**src/rtl/adt_tx_frame_builder_pkg.sv**
```systemverilog
// ----------------------------------------------------------------------------
// adt_tx_frame_builder_pkg
// Shared definitions for the ADT UART terminal TX frame builder: frame
// delimiters, frame/payload lengths, default timing constants and the
// frame-builder FSM state encoding.
// ----------------------------------------------------------------------------
package adt_tx_frame_builder_pkg;

    localparam logic [7:0]  ADT_SOF_L     = 8'hEB;
    localparam logic [7:0]  ADT_SOF_H     = 8'h90;
    localparam logic [15:0] ADT_FRAME_LEN = 16'd66;
    localparam logic [6:0]  ADT_PAY_LEN   = 7'd61;
    localparam logic [31:0] ADT_T_PERIOD  = 32'd3_500_000;  // 70 ms at 50 MHz
    localparam logic [7:0]  ADT_T_ACK_TO  = 8'd15;

    typedef enum logic [2:0] {
        ST_IDLE    = 3'd0,
        ST_HDR     = 3'd1,
        ST_FETCH   = 3'd2,
        ST_CSUM    = 3'd3,
        ST_START   = 3'd4,
        ST_WAIT_HI = 3'd5,
        ST_WAIT_LO = 3'd6
    } adt_state_t;

endpackage

```
**src/rtl/adt_tx_frame_builder_period_timer.sv**
```systemverilog
// ----------------------------------------------------------------------------
// adt_period_timer
// Free-running period timer. Counts while i_enable is high and asserts o_tick
// during the last count of each period, then reloads to 0. i_enable low holds
// the count at 0.
// Ports:
//   clk       in  clock
//   reset_n   in  asynchronous active-low reset
//   i_enable  in  1 = count
//   o_tick    out one-cycle tick at count T_PERIOD-1
// ----------------------------------------------------------------------------
module adt_period_timer
    import adt_tx_frame_builder_pkg::*;
#(
    parameter logic [31:0] T_PERIOD = ADT_T_PERIOD
) (
    input  logic clk,
    input  logic reset_n,
    input  logic i_enable,
    output logic o_tick
);

    localparam logic [31:0] LAST = T_PERIOD - 32'd1;

    logic [31:0] r_count;

    assign o_tick = i_enable && (r_count == LAST);

    always_ff @(posedge clk or negedge reset_n) begin
        if (!reset_n) begin
            r_count <= 32'd0;
        end else if (!i_enable || (r_count == LAST)) begin
            r_count <= 32'd0;
        end else begin
            r_count <= r_count + 32'd1;
        end
    end

endmodule

```
**src/rtl/adt_tx_frame_builder.sv**
```systemverilog
// ----------------------------------------------------------------------------
// adt_tx_frame_builder
// Assembles a 66-byte TX frame (SOF_L, SOF_H, seq, length, 61 payload bytes,
// checksum) into the terminal TX RAM as 66 back-to-back writes, then pulses
// tx_frame_start and waits for the terminal to go busy and idle again.
// Frames are triggered by the period timer or by send_req (both gated by
// enable). A trigger that cannot start immediately pends; a second one while
// pending is dropped with an overrun pulse.
// Ports:
//   clk, reset_n          clock, asynchronous active-low reset
//   enable                timer run / trigger accept
//   send_req              one-cycle manual trigger
//   pay_rd, pay_addr      payload read strobe and index (0..60)
//   pay_data              payload byte, valid the cycle after pay_rd
//   tx_busy               terminal busy flag
//   data_ram, addr_ram,
//   wr_ram                TX RAM write port (zero when not writing)
//   tx_frame_start        one-cycle pulse, frame complete in RAM
//   building              FSM not idle
//   frame_seq             sequence number for the next frame
//   overrun               one-cycle pulse, trigger dropped
//   ack_err               one-cycle pulse, tx_busy did not rise in time
// ----------------------------------------------------------------------------
module adt_tx_frame_builder
    import adt_tx_frame_builder_pkg::*;
#(
    parameter logic [7:0]  T_SOF_L     = ADT_SOF_L,
    parameter logic [7:0]  T_SOF_H     = ADT_SOF_H,
    parameter logic [15:0] T_FRAME_LEN = ADT_FRAME_LEN,
    parameter logic [6:0]  PAY_LEN     = ADT_PAY_LEN,
    parameter logic [31:0] T_PERIOD    = ADT_T_PERIOD,
    parameter logic [7:0]  T_ACK_TO    = ADT_T_ACK_TO
) (
    input  logic        clk,
    input  logic        reset_n,
    input  logic        enable,
    input  logic        send_req,
    output logic        pay_rd,
    output logic [5:0]  pay_addr,
    input  logic [7:0]  pay_data,
    input  logic        tx_busy,
    output logic [7:0]  data_ram,
    output logic [15:0] addr_ram,
    output logic        wr_ram,
    output logic        tx_frame_start,
    output logic        building,
    output logic [7:0]  frame_seq,
    output logic        overrun,
    output logic        ack_err
);

    localparam logic [6:0] PAY_LAST    = PAY_LEN - 7'd1;
    localparam logic [6:0] PAY_RD_LAST = PAY_LEN - 7'd2;
    localparam logic [7:0] ACK_LAST    = T_ACK_TO - 8'd1;

    adt_state_t  r_state;
    logic [6:0]  r_cnt;
    logic [7:0]  r_ack_cnt;
    logic [7:0]  r_csum;
    logic [7:0]  r_data;
    logic [6:0]  r_addr;
    logic        r_wr;
    logic        r_fetch;
    logic        r_pay_rd;
    logic [5:0]  r_pay_addr;
    logic        r_start;
    logic        r_overrun;
    logic        r_ack_err;
    logic        r_pending;
    logic [7:0]  r_seq;

    logic        w_tick;
    logic        w_trig;
    logic        w_start;
    logic [7:0]  w_wr_data;

    adt_period_timer #(
        .T_PERIOD (T_PERIOD)
    ) u_timer (
        .clk      (clk),
        .reset_n  (reset_n),
        .i_enable (enable),
        .o_tick   (w_tick)
    );

    function automatic logic [7:0] hdr_byte(input logic [1:0] idx, input logic [7:0] seq);
        case (idx)
            2'd0:    hdr_byte = T_SOF_L;
            2'd1:    hdr_byte = T_SOF_H;
            2'd2:    hdr_byte = seq;
            default: hdr_byte = T_FRAME_LEN[7:0];
        endcase
    endfunction

    // tick and send_req together collapse into one trigger
    assign w_trig  = enable & (w_tick | send_req);
    assign w_start = (r_state == ST_IDLE) && !tx_busy && (w_trig || (r_pending && enable));

    // Payload bytes arrive the cycle they are written, so during FETCH the
    // RAM data is a pass-through of pay_data; r_data is 0 in that phase.
    assign w_wr_data = r_fetch ? pay_data : r_data;

    assign data_ram       = w_wr_data;
    assign addr_ram       = {9'd0, r_addr};
    assign wr_ram         = r_wr;
    assign pay_rd         = r_pay_rd;
    assign pay_addr       = r_pay_addr;
    assign tx_frame_start = r_start;
    assign building       = (r_state != ST_IDLE);
    assign frame_seq      = r_seq;
    assign overrun        = r_overrun;
    assign ack_err        = r_ack_err;

    always_ff @(posedge clk or negedge reset_n) begin
        if (!reset_n) begin
            r_state    <= ST_IDLE;
            r_cnt      <= 7'd0;
            r_ack_cnt  <= 8'd0;
            r_csum     <= 8'd0;
            r_data     <= 8'd0;
            r_addr     <= 7'd0;
            r_wr       <= 1'b0;
            r_fetch    <= 1'b0;
            r_pay_rd   <= 1'b0;
            r_pay_addr <= 6'd0;
            r_start    <= 1'b0;
            r_overrun  <= 1'b0;
            r_ack_err  <= 1'b0;
            r_pending  <= 1'b0;
            r_seq      <= 8'd0;
        end else begin
            r_start    <= 1'b0;
            r_overrun  <= 1'b0;
            r_ack_err  <= 1'b0;
            r_pay_rd   <= 1'b0;
            r_pay_addr <= 6'd0;

            // running checksum of every byte presented to the RAM
            if (r_wr) begin
                r_csum <= r_csum + w_wr_data;
            end

            if (!enable) begin
                r_pending <= 1'b0;
            end else if (w_start) begin
                r_pending <= 1'b0;
            end else if (w_trig) begin
                if (!r_pending) begin
                    r_pending <= 1'b1;
                end else begin
                    r_overrun <= 1'b1;
                end
            end

            case (r_state)
                ST_IDLE: begin
                    if (w_start) begin
                        r_state <= ST_HDR;
                        r_cnt   <= 7'd0;
                        r_wr    <= 1'b1;
                        r_addr  <= 7'd0;
                        r_data  <= T_SOF_L;
                        r_csum  <= 8'd0;
                    end
                end
                ST_HDR: begin
                    if (r_cnt[1:0] == 2'd3) begin
                        r_state    <= ST_FETCH;
                        r_cnt      <= 7'd0;
                        r_addr     <= r_addr + 7'd1;
                        r_data     <= 8'd0;
                        r_fetch    <= 1'b1;
                        r_pay_rd   <= 1'b1;
                        r_pay_addr <= 6'd1;
                    end else begin
                        r_cnt  <= r_cnt + 7'd1;
                        r_addr <= r_addr + 7'd1;
                        r_data <= hdr_byte(r_cnt[1:0] + 2'd1, r_seq);
                        // first payload read overlaps the length byte write
                        if (r_cnt[1:0] == 2'd2) begin
                            r_pay_rd   <= 1'b1;
                            r_pay_addr <= 6'd0;
                        end
                    end
                end
                ST_FETCH: begin
                    r_addr <= r_addr + 7'd1;
                    if (r_cnt == PAY_LAST) begin
                        r_state <= ST_CSUM;
                        r_fetch <= 1'b0;
                        r_data  <= r_csum + pay_data;
                    end else begin
                        r_cnt <= r_cnt + 7'd1;
                        // read k+2 is issued while byte k+1 is being written
                        if (r_cnt < PAY_RD_LAST) begin
                            r_pay_rd   <= 1'b1;
                            r_pay_addr <= r_cnt[5:0] + 6'd2;
                        end
                    end
                end
                ST_CSUM: begin
                    r_state <= ST_START;
                    r_wr    <= 1'b0;
                    r_addr  <= 7'd0;
                    r_data  <= 8'd0;
                    r_start <= 1'b1;
                end
                ST_START: begin
                    r_state   <= ST_WAIT_HI;
                    r_seq     <= r_seq + 8'd1;
                    r_ack_cnt <= 8'd1;
                end
                ST_WAIT_HI: begin
                    // timeout measured from the tx_frame_start cycle
                    if (tx_busy) begin
                        r_state <= ST_WAIT_LO;
                    end else if (r_ack_cnt == ACK_LAST) begin
                        r_ack_err <= 1'b1;
                        r_state   <= ST_IDLE;
                    end else begin
                        r_ack_cnt <= r_ack_cnt + 8'd1;
                    end
                end
                ST_WAIT_LO: begin
                    if (!tx_busy) begin
                        r_state <= ST_IDLE;
                    end
                end
                default: begin
                    r_state <= ST_IDLE;
                end
            endcase
        end
    end

endmodule
```
**config.mk**
```make
export PLATFORM = sky130hd
export DESIGN_NAME = adt_tx_frame_builder
export DESIGN_NICKNAME = d
export VERILOG_FILES = /design/src/rtl/adt_tx_frame_builder_pkg.sv /design/src/rtl/adt_tx_frame_builder_period_timer.sv /design/src/rtl/adt_tx_frame_builder.sv
export SDC_FILE = /design/constraint.sdc
export NUM_CORES = 1
export LEC_CHECK = 0
export BUFFER_PORTS_ARGS = -buffer_cell sky130_fd_sc_hd__clkbuf_2
export CAP_MARGIN = 0
export CORE_MARGIN = 2
export CORE_UTILIZATION = 45
export CTS_BUF_LIST = sky130_fd_sc_hd__clkbuf_16
export DETAILED_ROUTE_END_ITERATION = 10
export PLACE_DENSITY_LB_ADDON = 0.3
export REMOVE_ABC_BUFFERS = 1
export SLEW_MARGIN = 20
export SYNTH_ARGS = -nofsm -noshare
export SYNTH_HDL_FRONTEND = slang
export SYNTH_HIERARCHICAL = 1
export SYNTH_SLANG_ARGS = --single-unit
```
**constraint.sdc**
```tcl
create_clock -name clk -period 3.6 [get_ports clk]
set_input_delay 0.72 -clock clk [delete_from_list [all_inputs] [get_ports clk]]
set_output_delay 0.72 -clock clk [all_outputs]
set_load 0.005 [all_outputs]
```
==> flow_summary.toml, run 1 <==
[run_status]
status = "finished, final reports clean"

[placement]
dp.final_hpwl_um = 9343
place_ws_ns = 0.5562
port_buffers = 47
place_inst = 798
dpl_cell_area_mm2 = 0.006007
place.gp.congestion = 0.8749

[sta]
worstMarginPinSlew_ns = 0.8454
slew-limit-headroom_pct = 43.30
rsz0062_at_grt = "false"
fin_skew_ns = 0.006749
fmax_mhz = 321.2
min_period_over_period_pct = 86.49
hold_ws_ns = 0.4233
hold_viol_final = 0
report.final.slew_viol_count = 0
finalSetupViolations = 0
period_needed_ns = 3.114
fin_ws_ns = 0.4863
setup-tns-final_ns = 0

[die]
die-area_mm2 = 0.01352
initial_core_util_pct = 45.52
rows = 41
core_area_mm2 = 0.01247
pin_count = 57
die_width_um = 116.3
die_h_um = 116.3

[synth]
async_reset_ff_share_pct = 100.0
synth_top_area_cell = "dfrtp_1"
synth_edf_count = 0
synth_top_area_share_pct = 41.46
syn_area_per_cell_um2 = 9.410
synth_top_family_by_area = "simple AND/OR/NAND/NOR gates"
netlist_area_mm2 = 0.005674
synth_compound_area_share_pct = 17.09
syn_inst = 603
synthAdderAreaFrac_pct = 6.836
synth_xor_area_share_pct = 5.094
muxShareOfSynthArea_pct = 3.021
ys_seq_area_share_pct = 41.46
synth-main-ff-cell = "dfrtp_1"
synth-simple-area-share_pct = 22.40
yosysWarnings = 6
synthTopCellsByArea = "dfrtp_1, ha_1, a211oi_1"
synth.distinct_cells = 62
ys_ff_latch = 94

[clocking]
cts_sinks = 94
cts_setup_buffers = 0
post_cts_resized = 0
insertion_delay_ns = 0.35
cts_buffers = 9
cts_tree = "done"
cts-root-buf = "clkbuf_16"
hold_buffers = 0
clockBufferDepth = 2
h-tree-depth = 3
clkTransAtPathRegs_ns = 0.06

[routing]
ant_nets = 0
first_pass_iters = 5
dr.first_iter.drc_count = 320
totalWireLength_um = 13090
drc = 0
routedWlPerCell_um = 16.10
via_per_inst = 5.862
vias = 4766

[power_and_ir_drop]
irDropWorstVdd_uv = 527.6
power.leakage_nw = 2.645
powerDensity_mw_per_mm2 = 445.8
p_total_mw = 2.817

[layout]
antenna_cells = 0
mostFrequentLayoutCells = "dfrtp_1, clkbuf_2, nand2_1"
finalNonFillerCells = 813
nNetsFinal = 679
drive_above_1_share_pct = 13.10
syn_to_final_growth_pct = 11.36
fin_util_pct = 50.69
stdcell_area_mm2 = 0.006319
final_common_cell = "dfrtp_1"

[setup_path]
crit_path_end_kind = "register"
crit_slowest_cell = "or4_1"
worst-path-max-fanout = 10
arrival_ns = 3.38
path_cells = "ha_1 -> and4_1 -> nand4b_1 -> nor4_1 -> or3_1 -> a21oi_1 -> o32a_1 -> or4_1 -> a22oi_1"
max_stage_delay_ns = 0.54
crit_required_ns = 3.86
startpoint_type = "register"
criticalPathCategory = "reg -> reg"

[global_routing]
gr-usage-met3_pct = 4.982
grt_max_degree = 58
globalRoute.totalOverflow = 0
use_met2_pct = 33.99
grt_use_met1_pct = 25.57
grt.total_usage_pct = 20.13
grt_pass1_vias = 4534
antenna_found_initial = 0
grt_pass1_wl_um = 21710
top_usage_layer = "met2"

[worst_hold_path]
hold_class = "in -> async"

[run]
drv_cap = 0
critical path: cells and delay by family (launching register included):
family / cells / cell delay [ns]
compound gates: 3 / 0.70
simple gates: 5 / 1.62
flops: 1 / 0.44
fa+ha+maj: 1 / 0.25
worst paths after layout:
path | startpoint | endpoint | slack (ns) | depth (start not counted)
max in group asynchronous | reset_n | u_timer/r_count[22]$_DFF_PN0_ | 2.41 | 2
worst max register to register | u_timer/r_count[0]$_DFF_PN0_ | r_cnt[5]$_DFFE_PN0P_ | 0.49 | 9
worst max-delay path | u_timer/r_count[0]$_DFF_PN0_ | r_cnt[5]$_DFFE_PN0P_ | 0.49 | 9
worst min-delay path | reset_n | pay_addr[1]$_DFF_PN0_ | 0.42 | 1
worst min register to register | r_addr[6]$_DFFE_PN0P_ | r_addr[6]$_DFFE_PN0P_ | 0.51 | 1
min in group clk | r_addr[6]$_DFFE_PN0P_ | r_addr[6]$_DFFE_PN0P_ | 0.51 | 1
sequential cells by signal, indices dropped and copies added, names as in the netlist:
signal           count
r_fetch              1
r_cnt                7
r_data               8
r_state              3
u_timer/r_count     32
pay_rd               1
wr_ram               1
overrun              1
frame_seq            8
r_addr               7
tx_frame_start       1
r_pending            1
ack_err              1
pay_addr             6
r_ack_cnt            8
r_csum               8
power by group:
group / switching [mW] / internal (mW) / total (mW)
clock: 0.406 / 0.604 / 1.01
sequential: 0.0629 / 1.11 / 1.17
combinational: 0.343 / 0.290 / 0.634
routing by layer:
metal	part of all wire, %	vias to the layer above
met3	4.4	19
met2	50	111
met4	1.6	0
met1	44	2331
met5	0	-
li1	-	2305
cell type report:
class / instances / area [um^2]
Fill cell: 1154 / 6147
Clock buffer: 9 / 225.2
Multi-Input combinational cell: 469 / 3123
Tap cell: 172 / 215.2
Inverter: 11 / 41.29
Clock inverter: 6 / 86.33
Sequential cell: 94 / 2352
Timing Repair Buffer: 52 / 275.3
cell usage after synthesis, types with 5 or more instances:
cell type	count
a211oi_1	26
a21o_1	8
a21oi_1	27
a31oi_1	11
and3_1	7
and4_1	5
buf_2	9
buf_4	10
clkbuf_1	16
dfrtp_1	94
ha_1	27
inv_1	10
mux2_2	9
mux2i_1	7
nand2_1	45
nand2b_1	7
nand3_1	28
nand4_1	23
nor2_1	44
nor3_1	16
nor4_1	5
o211ai_1	5
o21a_1	5
o21ai_0	19
o21ai_1	15
o31ai_1	11
or3_1	11
or4_1	12
xnor2_1	15
xor2_1	18
cells by family after synthesis:
family / count (synthesis)
and+or+nand+nor: 232
DFF: 94
AOI/OAI and AO/OA: 149
xor gates and xnor gates: 33
muxes: 16
adders and majority gates: 30
other: 1
buffers and inverters: 48
Note: power is estimated with default switching activity, not from simulation.
==> run 2, diff against run 1 <==
Settings changed: ABC_AREA from default to 1.
==> run 2 against run 1 <==
Effect of this change: fmax is 32% higher; cell area is 9.2% higher; non-clock buffer count is 3 lower; clock skew is 0.00076 ns higher; global-route usage is 0.55 points higher; setup slack better by 0.76 ns; critical path depth is 7 lower; worst hold slack better by 0.028 ns; area after synthesis is 9.5% higher; largest power group is now combinational cells.
==> flow_summary.toml, run 2 <==
[run_status]
status = "finished, final reports clean"

[power_and_ir_drop]
irDropWorstVdd_uv = 573.2
powerDensity_mw_per_mm2 = 675.1
p_total_mw = 4.657
power.leakage_nw = 3.399

[die]
core_area_mm2 = 0.01335
die-area_mm2 = 0.01476
initial_core_util_pct = 46.53
pin_count = 57
die_h_um = 121.5
rows = 42
die_width_um = 121.5

[clocking]
cts_buffers = 9
post_cts_resized = 0
insertion_delay_ns = 0.35
h-tree-depth = 3
cts-root-buf = "clkbuf_16"
cts_setup_buffers = 0
cts_tree = "done"
clkTransAtPathRegs_ns = 0.07
hold_buffers = 0
cts_sinks = 94
clockBufferDepth = 2

[routing]
routedWlPerCell_um = 12.95
vias = 5451
dr.first_iter.drc_count = 310
ant_nets = 0
via_per_inst = 4.920
first_pass_iters = 5
drc = 0
totalWireLength_um = 14350

[layout]
nNetsFinal = 969
ff_latch_area_mm2 = 0.002352
fillers = 1346
multi_input_area_mm2 = 0.003322
syn_to_final_growth_pct = 11.06
largest_reg_flops = 32
mostFrequentLayoutCells = "nand2_1, nor2_1, inv_1"
final_common_cell = "nand2_1"
top_register = "u_timer/r_count"
stdcell_area_mm2 = 0.006898
antenna_cells = 0
drive_above_1_share_pct = 10.41

[synth]
synth-main-ff-cell = "dfrtp_1"
synth.distinct_cells = 38
synthTopCellsByArea = "dfrtp_1, nand2_1, nor2_1"
synth_top_area_share_pct = 37.87
syn_area_per_cell_um2 = 7.090
synth_edf_count = 0
netlist_area_mm2 = 0.006211
synth_top_area_cell = "dfrtp_1"
async_reset_ff_share_pct = 100.0
yosys.cell_count.top_type = "nand2_1"
yosysWarnings = 6
ys_ff_latch = 94
synthTopCellsByCount = "nand2_1, nor2_1, inv_1"
syn_inst = 876
ys_seq_area_share_pct = 37.87

[sta]
hold_viol_final = 0
fin_ws_ns = 1.249
fmax_mhz = 425.3
setup-tns-final_ns = 0
slew-limit-headroom_pct = 46.89
report.final.slew_viol_count = 0
finalSetupViolations = 0
worstMarginPinSlew_ns = 0.7967
fin_skew_ns = 0.007506
min_period_over_period_pct = 65.32
rsz0062_at_grt = "false"
period_needed_ns = 2.352

[worst_hold_path]
hold_class = "in -> async"

[global_routing]
grt_max_degree = 60
grt_pass1_vias = 5089
antenna_found_initial = 0
globalRoute.totalOverflow = 0
grt_pass1_wl_um = 24040
grt.total_usage_pct = 20.68

[setup_path]
worst-path-max-fanout = 15
reg2regPathDepth = 15
criticalPathCategory = "reg -> out"
r2r_slack_ns = 1.33
r2r-start = "u_timer/r_count[0]$_DFF_PN0_"
rr_endpoint = "r_cnt[0]$_DFFE_PN0P_"
crit_path_end_kind = "primary output"
arrival_ns = 1.63
startpoint_type = "register"
crit_required_ns = 2.88

[placement]
port_buffers = 47
dpl_cell_area_mm2 = 0.006584
dp.final_hpwl_um = 10920
place.gp.congestion = 0.9051
place_ws_ns = 1.301

[run]
drv_cap = 0
==> run 2: cell types whose count changed in the layout (fill, tap and decap cells not counted), sizes merged, moves of 11 or more <==
| cell | change |
|---|---|
| nand2 | +229 |
| or3 | -11 |
| inv | +105 |
| nor3 | -11 |
| or4 | -14 |
| nand3 | +40 |
| a211oi | -24 |
| nor2 | +105 |
==> run 2: final cells by class <==
cell class / count / area share, %
Clock inverter: 7 / 1.288
Multi-Input combinational cell: 658 / 48.16
Inverter: 115 / 6.330
Timing Repair Buffer: 49 / 3.664
Tap cell: 176 / 3.192
Sequential cell: 94 / 34.10
Clock buffer: 9 / 3.265
==> run 2: logic make-up after synthesis <==
group | after synthesis | synth area share (%)
buf+inv | 132 | 9.126
flops | 94 | 37.87
fa+ha+maj | 29 | 6.084
other cells | 1 | 0.06038
xor+xnor | 32 | 4.513
compound gates | 70 | 5.963
simple gates | 518 | 36.38
==> run 2: worst max-delay path, stage by stage (launching register included) <==
cell and delay, ns:
dfrtp_1 0.57, o21ai_0 0.49, clkbuf_2 0.22
==> run 2: stage by stage <==
stage	utilization, %	hold WS, ns	instances
final	51.68	0.4513	1108
after global placement	49.33	0.4620	1092
after detailed placement	49.33	0.4654	1092
after global routing	51.68	0.5114	1108
after CTS	51.68	0.4841	1108
after floorplan	-	0.4244	867
==> run 2: worst max-delay path by stage <==
stage,from,to,slack [ns],cells after the start
6_report,r_fetch$_DFFE_PN0P_,data_ram[1],1.25,2
5_1_grt,u_timer/r_count[0]$_DFF_PN0_,r_cnt[0]$_DFFE_PN0P_,1.04,15
4_1_cts,r_fetch$_DFFE_PN0P_,data_ram[1],1.21,2
3_5_place_dp,u_timer/r_count[0]$_DFF_PN0_,r_cnt[0]$_DFFE_PN0P_,1.30,15
3_3_place_gp,pay_data[0],r_csum[4]$_DFF_PN0_,1.34,11
2_1_floorplan,pay_data[0],r_csum[4]$_DFF_PN0_,1.52,10
==> run 2: where the power goes <==
part           switching (mW)  total, mW  internal (mW)
logic                    1.34       2.11          0.771
registers               0.252       1.53           1.27
clock network           0.412       1.02          0.605
==> run 2: metal layers <==
| metal | wire length (um) | track usage (%) | up-vias |
|---|---|---|---|
| li1 | - | - | 2824 |
| met1 | 6858 | 28.00 | 2497 |
| met2 | 6672 | 33.95 | 112 |
| met3 | 627 | 4.135 | 18 |
| met4 | 187 | 5.316 | 0 |
| met5 | 0 | 0 | - |
